`src/rtl/exe_ctrl.sv`:
```
// Handshaked control stage around a combinational execution unit: registers commands,
// captures result/flags, reports illegal opcodes, counts deliveries. Optional EXE_CTRL_STICKY_EN.
module exe_ctrl #(
   parameter int M  = 8,
   parameter int N  = 4,
   parameter int CW = 16
) (
   input  logic          i_clk,
   input  logic          i_rst_n,
   input  logic          i_valid,
   output logic          o_ready,
   input  logic [M-1:0]  i_argA,
   input  logic [M-1:0]  i_argB,
   input  logic [N-1:0]  i_oper,
   output logic [M-1:0]  o_exe_argA,
   output logic [M-1:0]  o_exe_argB,
   output logic [N-1:0]  o_exe_oper,
   input  logic [M-1:0]  i_exe_result,
   input  logic          i_exe_VF,
   input  logic          i_exe_ZF,
   input  logic          i_exe_PF,
   input  logic          i_exe_BF,
   output logic          o_valid,
   input  logic          i_ready,
   output logic [M-1:0]  o_result,
   output logic          o_VF,
   output logic          o_ZF,
   output logic          o_PF,
   output logic          o_BF,
   output logic          o_err,
   output logic [CW-1:0] o_cnt,
   input  logic          i_clr,
   output logic [3:0]    o_sticky
);

   typedef enum logic [1:0] {
      IDLE = 2'b00,
      EXEC = 2'b01,
      DONE = 2'b10
   } state_t;

   state_t        state_r;
   state_t        next_state_s;
   logic          ready_s;
   logic          load_s;
   logic          capture_s;
   logic          hs_s;
   logic          valid_r;
   logic [CW-1:0] cnt_r;

   function automatic logic is_illegal(input logic [N-1:0] op);
      return (op == N'(4'hA)) || (op == N'(4'hD)) || (op == N'(4'hE)) || (op == N'(4'hF));
   endfunction

   // State register
   always_ff @(posedge i_clk) begin
      if (!i_rst_n) begin
         state_r <= IDLE;
      end else begin
         state_r <= next_state_s;
      end
   end

   // Next-state and handshake decode; DONE passes downstream ready straight through
   always_comb begin
      next_state_s = state_r;
      ready_s      = 1'b0;
      load_s       = 1'b0;
      capture_s    = 1'b0;
      case (state_r)
         IDLE: begin
            ready_s = 1'b1;
            if (i_valid) begin
               load_s       = 1'b1;
               next_state_s = EXEC;
            end else begin
               next_state_s = IDLE;
            end
         end
         EXEC: begin
            capture_s    = 1'b1;
            next_state_s = DONE;
         end
         DONE: begin
            ready_s = i_ready;
            if (i_ready) begin
               if (i_valid) begin
                  load_s       = 1'b1;
                  next_state_s = EXEC;
               end else begin
                  next_state_s = IDLE;
               end
            end else begin
               next_state_s = DONE;
            end
         end
         default: begin
            next_state_s = IDLE;
         end
      endcase
   end

   assign hs_s    = valid_r & i_ready;
   assign o_ready = ready_s;
   assign o_valid = valid_r;
   assign o_cnt   = cnt_r;

   // Command registers feeding the execution unit
   always_ff @(posedge i_clk) begin
      if (!i_rst_n) begin
         o_exe_argA <= '0;
         o_exe_argB <= '0;
         o_exe_oper <= '0;
      end else if (load_s) begin
         o_exe_argA <= i_argA;
         o_exe_argB <= i_argB;
         o_exe_oper <= i_oper;
      end
   end

   // Result capture; values are held after delivery until the next EXEC
   always_ff @(posedge i_clk) begin
      if (!i_rst_n) begin
         o_result <= '0;
         o_VF     <= 1'b0;
         o_ZF     <= 1'b0;
         o_PF     <= 1'b0;
         o_BF     <= 1'b0;
         o_err    <= 1'b0;
      end else if (capture_s) begin
         o_result <= i_exe_result;
         o_VF     <= i_exe_VF;
         o_ZF     <= i_exe_ZF;
         o_PF     <= i_exe_PF;
         o_BF     <= i_exe_BF;
         o_err    <= is_illegal(o_exe_oper);
      end
   end

   // Output valid and delivered-result counter (wraps naturally)
   always_ff @(posedge i_clk) begin
      if (!i_rst_n) begin
         valid_r <= 1'b0;
         cnt_r   <= '0;
      end else begin
         valid_r <= (next_state_s == DONE);
         if (hs_s) begin
            cnt_r <= cnt_r + CW'(1);
         end
      end
   end

`ifdef EXE_CTRL_STICKY_EN
   logic [3:0] sticky_r;

   // Sticky flags; a clear in the same cycle as a capture wins
   always_ff @(posedge i_clk) begin
      if (!i_rst_n) begin
         sticky_r <= 4'b0000;
      end else if (i_clr) begin
         sticky_r <= 4'b0000;
      end else if (capture_s) begin
         sticky_r <= sticky_r | {i_exe_VF, i_exe_ZF, i_exe_PF, i_exe_BF};
      end
   end

   assign o_sticky = sticky_r;
`else
   logic unused_clr_s;

   assign unused_clr_s = i_clr;
   assign o_sticky     = 4'b0000;
`endif

endmodule

```
`config.mk`:
```
export PLATFORM = sky130hd
export DESIGN_NAME = exe_ctrl
export DESIGN_NICKNAME = d
export VERILOG_FILES = /design/src/rtl/exe_ctrl.sv
export SDC_FILE = /design/constraint.sdc
export NUM_CORES = 1
export LEC_CHECK = 0
export CAP_MARGIN = 20
export CORE_ASPECT_RATIO = 2
export CORE_MARGIN = 3
export CORE_UTILIZATION = 37
export DETAILED_ROUTE_END_ITERATION = 10
export PLACE_DENSITY = 0.83
export REMOVE_ABC_BUFFERS = 1
export SKIP_LAST_GASP = 1
export SLEW_MARGIN = 30
export SYNTH_ARGS = -nofsm -noshare
export SYNTH_HDL_FRONTEND = slang
export SYNTH_SLANG_ARGS = --single-unit
```
`constraint.sdc`:
```
create_clock -name i_clk -period 1.6 [get_ports i_clk]
set_input_delay 0.32 -clock i_clk [delete_from_list [all_inputs] [get_ports i_clk]]
set_output_delay 0.32 -clock i_clk [all_outputs]
set_load 0.1 [all_outputs]
```
==> flow_metrics.py, run 1 <==
metrics = {
    "drt": {
        "drc": 0,
        "first_iter_violations": 58,
        "post_drt_wl_per_cell_um": 14.0,
        "vias": 2069,
        "drt-total-wl_um": 5740,
        "ant_nets": 0,
        "vias_per_cell": 5.05,
        "drtPass1Iterations": 4,
    },
    "logic_synthesis": {
        "synth_seq_area_share_pct": 51.7,
        "ys.flop_type": "dfxtp_1",
        "yosys-top-cells-count": "73 x nand2_1, 52 x dfxtp_1, 40 x a21oi_1, 15 x nor2_1, 10 x clkbuf_1",
        "synth_top_area_share_pct": 51.7,
        "synth.area.top_cells": "dfxtp_1 52%, nand2_1 14%, a21oi_1 9.9%",
        "synth_edf_count": 0,
        "yosysUniqueCellTypes": 32,
        "post-synth-top-count-cell": "nand2_1",
        "avgSynthCellArea_um2": 8.18,
        "yosys.area.top_type": "dfxtp_1",
        "synth-seq-cells": 52,
        "syn_area_mm2": 0.00201,
        "syn_inst": 246,
        "synth_async_sr_flop_share_pct": 0,
        "synth_warnings": 0,
    },
    "die": {
        "num_rows": 37,
        "die_height_um": 110,
        "core_area_mm2": 0.00518,
        "fp.dieW_um": 58.2,
        "die_area_mm2": 0.00642,
        "io_pins": 92,
        "start_util_pct": 38.8,
    },
    "hold_path": {
        "holdPathEnd": "o_result[7]$_SDFFE_PN0N_",
        "hp-class": "reg -> reg",
        "hold_start": "o_result[7]$_SDFFE_PN0N_",
        "hold_depth": 2,
    },
    "placement": {
        "place_inst": 402,
        "io_buffer_count": 86,
        "dp.final_hpwl_um": 4470,
        "gp_congestion": 0.787,
        "place_ws_ns": -0.246,
    },
    "setup_path": {
        "r2r_slack_ns": 0.10,
        "crit_path_max_fanout": 5,
        "critical_path_required_ns": 1.84,
        "path_buf_inv": 1,
        "worstSetupEndpointType": "register",
        "r2r_start": "o_cnt[1]$_SDFFE_PN0P_",
        "cp.arrival_ns": 1.74,
        "r2r-end": "o_cnt[13]$_SDFFE_PN0P_",
        "start_kind": "register",
        "path_cells": "buf_4, nand4_1, or4_4, a21oi_2",
        "crit_start": "o_cnt[1]$_SDFFE_PN0P_",
        "cp_top_family": "simple AND/OR/NAND/NOR gates",
        "critPathKind": "reg -> reg",
        "reg2regPathDepth": 4,
        "cp_slowest_cell": "or4_4",
        "max_stage_delay_ns": 0.58,
    },
    "global_route": {
        "antenna_found_initial": 0,
        "grt_pass1_wl_um": 9090,
        "track_usage_pct": 18.3,
        "gr-total-overflow": 0,
        "grt_pass1_vias": 2026,
        "grt_max_degree": 31,
    },
    "finish": {
        "fin_nets": 389,
        "syn_to_final_growth_pct": 84.5,
        "antenna_cells": 0,
        "fin_cells": 410,
        "drive_above_1_share_pct": 27.3,
    },
    "clocking": {
        "hold_buffers": 0,
        "clock_path_buffers": 2,
        "h-tree-depth": 2,
        "clk-insertion-delay-late_ns": 0.30,
        "clkSinkCount": 52,
        "tritoncts": "done",
        "clk_pin_slew_ns": 0.10,
        "ctsRootBufferMaster": "clkbuf_8",
        "numCtsBuffers": 5,
    },
    "outcome": {
        "status": "finished clean",
    },
    "timing": {
        "fmax_mhz": 668,
        "setup_viol": 0,
        "skew_ns": 0.00855,
        "slew_viol_final": 0,
        "rsz0062_at_grt": "no",
        "tightest_slew_ns": 0.573,
        "hold_viol_final": 0,
        "fin_ws_ns": 0.103,
        "finalCritPeriodShare_pct": 93.6,
        "layout_min_cycle_time_ns": 1.50,
        "slew_headroom_pct": 61.8,
    },
    "power": {
        "max-vdd-ir-drop_v": 0.000766,
        "p_leak_nw": 1.44,
        "p_total_mw": 3.17,
        "cellPowerDensity_mw_per_mm2": 852,
    },
    "run": {
        "maxCapViolations": 0,
    },
}
## per-layer routing
layer  track usage, %  routed length (µm)  vias to the layer above
li1                 -                   -                     1015
met1             17.8                1880                      960
met2             34.1                3340                       76
met3             4.31                 301                       18
met4             10.1                 223                        0
met5                0                   0                        -
## how the worst max path moves through the flow
| stage | slack, ns | end | cells after the start |
|---|---|---|---|
| global route | 0.03 | o_cnt[13]$_SDFFE_PN0P_ | 4 |
| floorplan | -0.83 | o_cnt[13]$_SDFFE_PN0P_ | 4 |
| CTS | 0.01 | o_cnt[13]$_SDFFE_PN0P_ | 4 |
| global placement | -0.19 | o_cnt[15]$_SDFFE_PN0P_ | 6 |
| finish | 0.10 | o_cnt[13]$_SDFFE_PN0P_ | 4 |
| detailed placement | -0.25 | o_cnt[15]$_SDFFE_PN0P_ | 6 |
## logic make-up after synthesis
kind of cell	synth area share [%]
adder cells (fa/ha/maj)	0.621
multiplexers	0.559
buffers and inverters	5.03
other	0.186
flip-flops	51.7
XOR/XNOR	4.79
AO/OA/AOI/OAI	11.4
AND/OR/NAND/NOR	25.7
## through the flow
| step | utilization, % | hold WS, ns | cell area, µm² | setup TNS [ns] |
|---|---|---|---|---|
| finish | 71.6 | 0.495 | 3710 | 0 |
| CTS | 71.3 | 0.497 | 3690 | 0 |
| global placement | 69.0 | 0.476 | 3580 | -2.29 |
| global route | 71.6 | 0.517 | 3710 | 0 |
| floorplan | - | 0.456 | 1940 | -6.57 |
| detailed placement | 69.0 | 0.484 | 3580 | -3.77 |
## worst register-to-register path, stage by stage (launching register included)
cell     delay [ns]
dfxtp_1        0.37
buf_4          0.15
nand4_1        0.22
or4_4          0.58
a21oi_2        0.12
## cell usage in the layout (no fill, tap or decap), types with 2 or more instances in the layout
cell,count
xnor2_1,6
nand4_1,3
inv_1,3
nand2_1,73
buf_4,23
clkdlybuf4s50_1,34
buf_12,52
xor2_1,5
clkbuf_8,5
nand3_1,6
nor4_1,2
a21oi_1,39
nor3_1,5
nand2b_1,2
dfxtp_1,47
dfxtp_2,5
and4_1,2
conb_1,4
nor2_1,14
## cell type report
type                    count  area (µm²)
flip-flops and latches     52        1050
repair buffers            110        1560
clock buffers               6        72.6
fillers                   352        1470
clock inverters             2        38.8
multi-input cells         177         901
inverters                   5        20.0
well taps                  58        72.6
## power by group
part,switching (mW),total [mW],internal [mW],leakage [nW]
clock,0.432,0.905,0.473,0.0558
combinational,0.545,0.861,0.316,0.960
sequential,0.0533,1.40,1.34,0.426
## registers in the layout (all words and copies together) (netlist names)
name / cells
o_BF: 1
o_PF: 1
o_VF: 1
o_ZF: 1
o_cnt: 16
o_err: 1
o_exe_argA: 8
o_exe_argB: 8
o_exe_oper: 4
o_result: 8
o_valid: 1
state_r: 2
## repair_timing
item,4_1_cts,5_1_grt
hold endpoints to repair,0,0
gates resized for setup,4,6
endpoints found under the setup margin,2,1
buffers inserted,0,0
pin swaps,0,3
Note: power is estimated with default switching activity, not from simulation.
==> run 2: changes to the inputs <==
--- a/config.mk
+++ b/config.mk
@@ -6,11 +6,11 @@
 export NUM_CORES = 1
 export LEC_CHECK = 0
 export CAP_MARGIN = 20
-export CORE_ASPECT_RATIO = 2
 export CORE_MARGIN = 3
-export CORE_UTILIZATION = 37
+export CORE_UTILIZATION = 38
+export CTS_BUF_LIST = sky130_fd_sc_hd__clkbuf_2
 export DETAILED_ROUTE_END_ITERATION = 10
-export PLACE_DENSITY = 0.83
+export PLACE_DENSITY = 0.84
 export REMOVE_ABC_BUFFERS = 1
 export SKIP_LAST_GASP = 1
 export SLEW_MARGIN = 30
==> flow_metrics.py, run 2 (synthesis results as in run 1) <==
metrics = {
    "outcome": {
        "status": "finished clean",
    },
    "finish": {
        "antenna_cells": 0,
        "stdcell_area_mm2": 0.00368,
        "syn_to_final_growth_pct": 82.8,
        "postLayoutCoreUtil_pct": 74.9,
        "final_common_cell": "nand2_1",
        "final_cell_mix": "73 x nand2_1, 54 x buf_12, 46 x dfxtp_1",
        "drive_above_1_share_pct": 27.1,
        "largest_reg_flops": 16,
        "fin_nets": 388,
    },
    "timing": {
        "fin_ws_ns": 0.0143,
        "slew_viol_final": 0,
        "skew_ns": 0.00826,
        "fmax_mhz": 631,
        "rsz0062_at_grt": "yes",
        "layout_min_cycle_time_ns": 1.59,
        "tns_ns": 0,
        "hold_viol_final": 0,
        "finalCritPeriodShare_pct": 99.1,
        "setup_viol": 0,
    },
    "global_route": {
        "grt_max_degree": 53,
        "grt_pass1_vias": 2154,
        "grt_pass1_wl_um": 9370,
        "track_usage_pct": 18.8,
        "antenna_found_initial": 0,
        "gr-total-overflow": 0,
    },
    "setup_path": {
        "crit_end": "o_cnt[13]$_SDFFE_PN0P_",
        "cp.arrival_ns": 1.97,
        "worstSetupEndpointType": "register",
        "critical_path_cell_count": 4,
        "r2r_slack_ns": 0.01,
        "path_cells": "nand4_4, or3_4, or4_1, a21oi_1",
        "r2r-end": "o_cnt[13]$_SDFFE_PN0P_",
        "cp_top_family": "simple AND/OR/NAND/NOR gates",
        "critPathKind": "reg -> reg",
        "crit_start": "o_cnt[8]$_SDFFE_PN0P_",
        "start_kind": "register",
        "path_buf_inv": 0,
        "critical_path_required_ns": 1.98,
        "cp_slowest_cell": "or4_1",
        "r2r_start": "o_cnt[8]$_SDFFE_PN0P_",
        "crit_path_max_fanout": 3,
        "reg2regPathDepth": 4,
        "max_stage_delay_ns": 0.47,
    },
    "hold_path": {
        "hold_depth": 3,
        "hp-class": "in -> reg",
    },
    "drt": {
        "ant_nets": 0,
        "first_iter_violations": 93,
        "post_drt_wl_per_cell_um": 13.5,
        "drtPass1Iterations": 4,
        "vias": 2016,
        "drc": 0,
        "vias_per_cell": 4.82,
        "drt-total-wl_um": 5650,
    },
    "clocking": {
        "h-tree-depth": 2,
        "clk-insertion-delay-late_ns": 0.42,
        "ctsRootBufferMaster": "clkbuf_2",
        "tritoncts": "done",
        "numCtsBuffers": 5,
        "clk_pin_slew_ns": 0.24,
        "hold_buffers": 0,
        "clkSinkCount": 52,
        "clock_path_buffers": 2,
    },
    "placement": {
        "dp.final_hpwl_um": 4350,
        "dpl_cell_area_mm2": 0.00360,
        "gp_congestion": 0.797,
        "place_ws_ns": -0.185,
        "io_buffer_count": 86,
    },
    "die": {
        "start_util_pct": 41.0,
        "num_rows": 25,
        "fp.dieW_um": 78.8,
        "core_area_mm2": 0.00491,
        "io_pins": 92,
        "die_area_mm2": 0.00621,
        "die_height_um": 78.8,
    },
    "power": {
        "max-vdd-ir-drop_v": 0.000680,
        "cellPowerDensity_mw_per_mm2": 756,
        "p_leak_nw": 1.42,
    },
    "run": {
        "maxCapViolations": 0,
    },
}
-- run 2: cell types whose count changed in the layout (fill, tap and decap cells not counted), sizes merged --
cell / delta
buf: -1
inv: -1
clkbuf: +1
clkinv: +1
bufinv: -1
-- run 2: report_power, final --
part | switching [mW] | internal (mW)
clock | 0.387 | 0.117
combinational | 0.547 | 0.326
sequential | 0.0543 | 1.35
-- run 2: repair_timing --
| item | 4_1_cts | 5_1_grt |
|---|---|---|
| setup buffers | 1 | 0 |
| gates resized for setup | 11 | 2 |
| pin swaps | 2 | 4 |
| gates cloned | 0 | 0 |
| endpoints found under the setup margin | 2 | 4 |
-- run 2: worst register-to-register path: stages, from the launching register on --
cell and delay (ns):
dfxtp_2 0.41, nand4_4 0.11, or3_4 0.40, or4_1 0.47, a21oi_1 0.15
-- run 2: how the worst min path moves through the flow --
stage	to	startpoint	slack, ns
floorplan	o_BF$_SDFFE_PN0N_	i_exe_BF	0.46
global placement	o_cnt[1]$_SDFFE_PN0P_	o_cnt[1]$_SDFFE_PN0P_	0.46
detailed placement	o_cnt[1]$_SDFFE_PN0P_	o_cnt[1]$_SDFFE_PN0P_	0.47
CTS	o_result[1]$_SDFFE_PN0N_	i_exe_result[1]	0.39
global route	o_ZF$_SDFFE_PN0N_	i_exe_ZF	0.40
finish	o_result[1]$_SDFFE_PN0N_	i_exe_result[1]	0.41
-- run 2: stage by stage --
stage	hold slack [ns]	power, mW	cells
2_1_floorplan	0.456	1.91	234
3_3_place_gp	0.464	2.29	409
3_5_place_dp	0.474	2.30	409
4_1_cts	0.394	2.81	418
5_1_grt	0.400	2.88	418
6_report	0.407	2.78	418
-- run 2: final cells by class --
| type | instances | area, µm² |
|---|---|---|
| multi-input cells | 177 | 906 |
| fillers | 355 | 1230 |
| clock buffers | 7 | 35.0 |
| inverters | 5 | 22.5 |
| clock inverters | 1 | 3.75 |
| flip-flops and latches | 52 | 1050 |
| well taps | 67 | 83.8 |
| repair buffers | 109 | 1580 |
-- run 2: layer usage --
layer  share of wire [%]  global-route usage (%)  vias up
li1                    -                       -     1014
met3                 7.0                    4.99       10
met5                   0                       0        -
met1                  37                    19.7      925
met4                 1.7                    6.12        0
met2                  54                    36.1       67
==> run 3: changes to the inputs <==
--- a/config.mk
+++ b/config.mk
@@ -6,11 +6,13 @@
 export NUM_CORES = 1
 export LEC_CHECK = 0
 export CAP_MARGIN = 20
+export CELL_PAD_IN_SITES_DETAIL_PLACEMENT = 1
+export CELL_PAD_IN_SITES_GLOBAL_PLACEMENT = 1
 export CORE_MARGIN = 3
-export CORE_UTILIZATION = 38
+export CORE_UTILIZATION = 27
 export CTS_BUF_LIST = sky130_fd_sc_hd__clkbuf_2
 export DETAILED_ROUTE_END_ITERATION = 10
-export PLACE_DENSITY = 0.84
+export PLACE_DENSITY = 0.85
 export REMOVE_ABC_BUFFERS = 1
 export SKIP_LAST_GASP = 1
 export SLEW_MARGIN = 30
==> flow_metrics.py, run 3 (synthesis results as in run 1) <==
metrics = {
    "timing": {
        "layout_min_cycle_time_ns": 1.61,
        "slew_viol_final": 0,
        "setup_viol": 1,
        "fmax_mhz": 623,
        "skew_ns": 0.00519,
        "worst_hold_slack_ns": 0.400,
        "hold_viol_final": 0,
        "rsz0062_at_grt": "yes",
        "tns_ns": -0.00524,
        "finalCritPeriodShare_pct": 100,
        "fin_ws_ns": -0.00524,
    },
    "placement": {
        "io_buffer_count": 86,
        "dp.final_hpwl_um": 5110,
        "place_ws_ns": -0.250,
        "gp_congestion": 0.739,
    },
    "drt": {
        "post_drt_wl_per_cell_um": 14.4,
        "drc": 0,
        "first_iter_violations": 35,
        "vias": 2054,
        "drt-total-wl_um": 6500,
        "vias_per_cell": 4.56,
        "ant_nets": 0,
        "drtPass1Iterations": 4,
    },
    "die": {
        "die_height_um": 92.4,
        "die_area_mm2": 0.00853,
        "core_area_mm2": 0.00702,
        "fp.dieW_um": 92.4,
        "io_pins": 92,
        "num_rows": 30,
        "start_util_pct": 28.7,
    },
    "global_route": {
        "grt_pass1_wl_um": 10700,
        "gr-total-overflow": 0,
        "grt_pass1_vias": 2220,
        "track_usage_pct": 15.6,
        "grt_max_degree": 37,
        "antenna_found_initial": 0,
    },
    "clocking": {
        "numCtsBuffers": 5,
        "tritoncts": "done",
        "ctsRootBufferMaster": "clkbuf_2",
        "clock_path_buffers": 2,
        "h-tree-depth": 2,
        "clkSinkCount": 52,
        "clk_pin_slew_ns": 0.25,
        "hold_buffers": 0,
        "clk-insertion-delay-late_ns": 0.42,
    },
    "power": {
        "power_switching_mw": 1.02,
        "cellPowerDensity_mw_per_mm2": 747,
        "power.share.clock_pct": 18.3,
        "power.internal_mw": 1.77,
        "p_leak_nw": 1.43,
        "power_frac_comb_pct": 31.3,
        "swShare_pct": 36.4,
        "seqPwrFrac_pct": 50.4,
        "max-vdd-ir-drop_v": 0.000456,
    },
    "hold_path": {
        "hp-class": "in -> reg",
    },
    "setup_path": {
        "cp.arrival_ns": 1.99,
        "cp_top_family": "simple AND/OR/NAND/NOR gates",
        "start_kind": "register",
        "worstSetupEndpointType": "register",
        "path_buf_inv": 0,
        "cp_slowest_cell": "or4_4",
        "crit_path_max_fanout": 3,
        "path_cells": "nand4_4, or3_4, or4_4, a21oi_2",
        "critPathKind": "reg -> reg",
        "max_stage_delay_ns": 0.49,
        "critical_path_required_ns": 1.99,
    },
    "finish": {
        "antenna_cells": 0,
        "syn_to_final_growth_pct": 85.5,
        "final_cell_mix": "73 x nand2_1, 52 x buf_12, 43 x dfxtp_1",
        "fin_nets": 391,
        "drive_above_1_share_pct": 29.4,
        "final_common_cell": "nand2_1",
        "largest_reg_flops": 16,
    },
    "outcome": {
        "failed_checks": "negative setup slack",
        "status": "finished, violations left",
    },
    "run": {
        "maxCapViolations": 0,
    },
}
-- run 3: repair_timing --
item                       in CTS  in global routing
pin swaps                       2                  5
resized for setup              10                 10
setup endpoints to repair       2                  8
buffers inserted                1                  1
-- run 3: power by group through the flow --
stage	clock (mW)	sequential [mW]	combinational [mW]
after floorplan	0	1.75	0.159
after global placement	0	1.43	0.863
after detailed placement	0	1.43	0.876
after CTS	0.545	1.41	0.882
after global routing	0.597	1.42	0.913
final	0.510	1.41	0.874
-- run 3: path summary, 6_finish.rpt --
kind | from | endpoint | slack (ns) | cells past startpoint
worst max register to register | o_cnt[6]$_SDFFE_PN0P_ | o_cnt[13]$_SDFFE_PN0P_ | -0.005 | 4
worst max-delay path | o_cnt[6]$_SDFFE_PN0P_ | o_cnt[13]$_SDFFE_PN0P_ | -0.005 | 4
worst min-delay path | i_argA[2] | o_exe_argA[2]$_SDFFE_PN0P_ | 0.40 | 3
worst min register to register | o_cnt[1]$_SDFFE_PN0P_ | o_cnt[1]$_SDFFE_PN0P_ | 0.49 | 2
-- run 3: per-layer routing --
layer	wire length (µm)	vias up	global-route usage, %
li1	-	1020	-
met2	3600	50	29.0
met1	2450	977	17.2
met4	63	0	3.34
met3	379	7	4.87
met5	0	-	0
-- run 3: worst register-to-register path, stage by stage, from the launching register on --
cell     delay [ns]
dfxtp_2        0.42
nand4_4        0.11
or3_4          0.41
or4_4          0.49
a21oi_2        0.14
-- run 3: final cells by class --
cell class                      instances  area (µm²)
Clock buffer                            5        25.0
Clock inverter                          3        13.8
Fill cell                             806        3290
Inverter                                5        22.5
Multi-Input combinational cell        177         920
Sequential cell                        52        1050
Tap cell                               96         120
Timing Repair Buffer                  112        1580
-- run 3: stage by stage --
| stage | total power, mW | util [%] | cells | area, µm² |
|---|---|---|---|---|
| final | 2.79 | 53.2 | 450 | 3730 |
| after global routing | 2.93 | 53.2 | 450 | 3730 |
| after CTS | 2.84 | 52.6 | 449 | 3690 |
| after detailed placement | 2.31 | 51.7 | 440 | 3630 |
| after global placement | 2.29 | 51.7 | 440 | 3630 |
| after floorplan | 1.91 | - | 234 | 1940 |
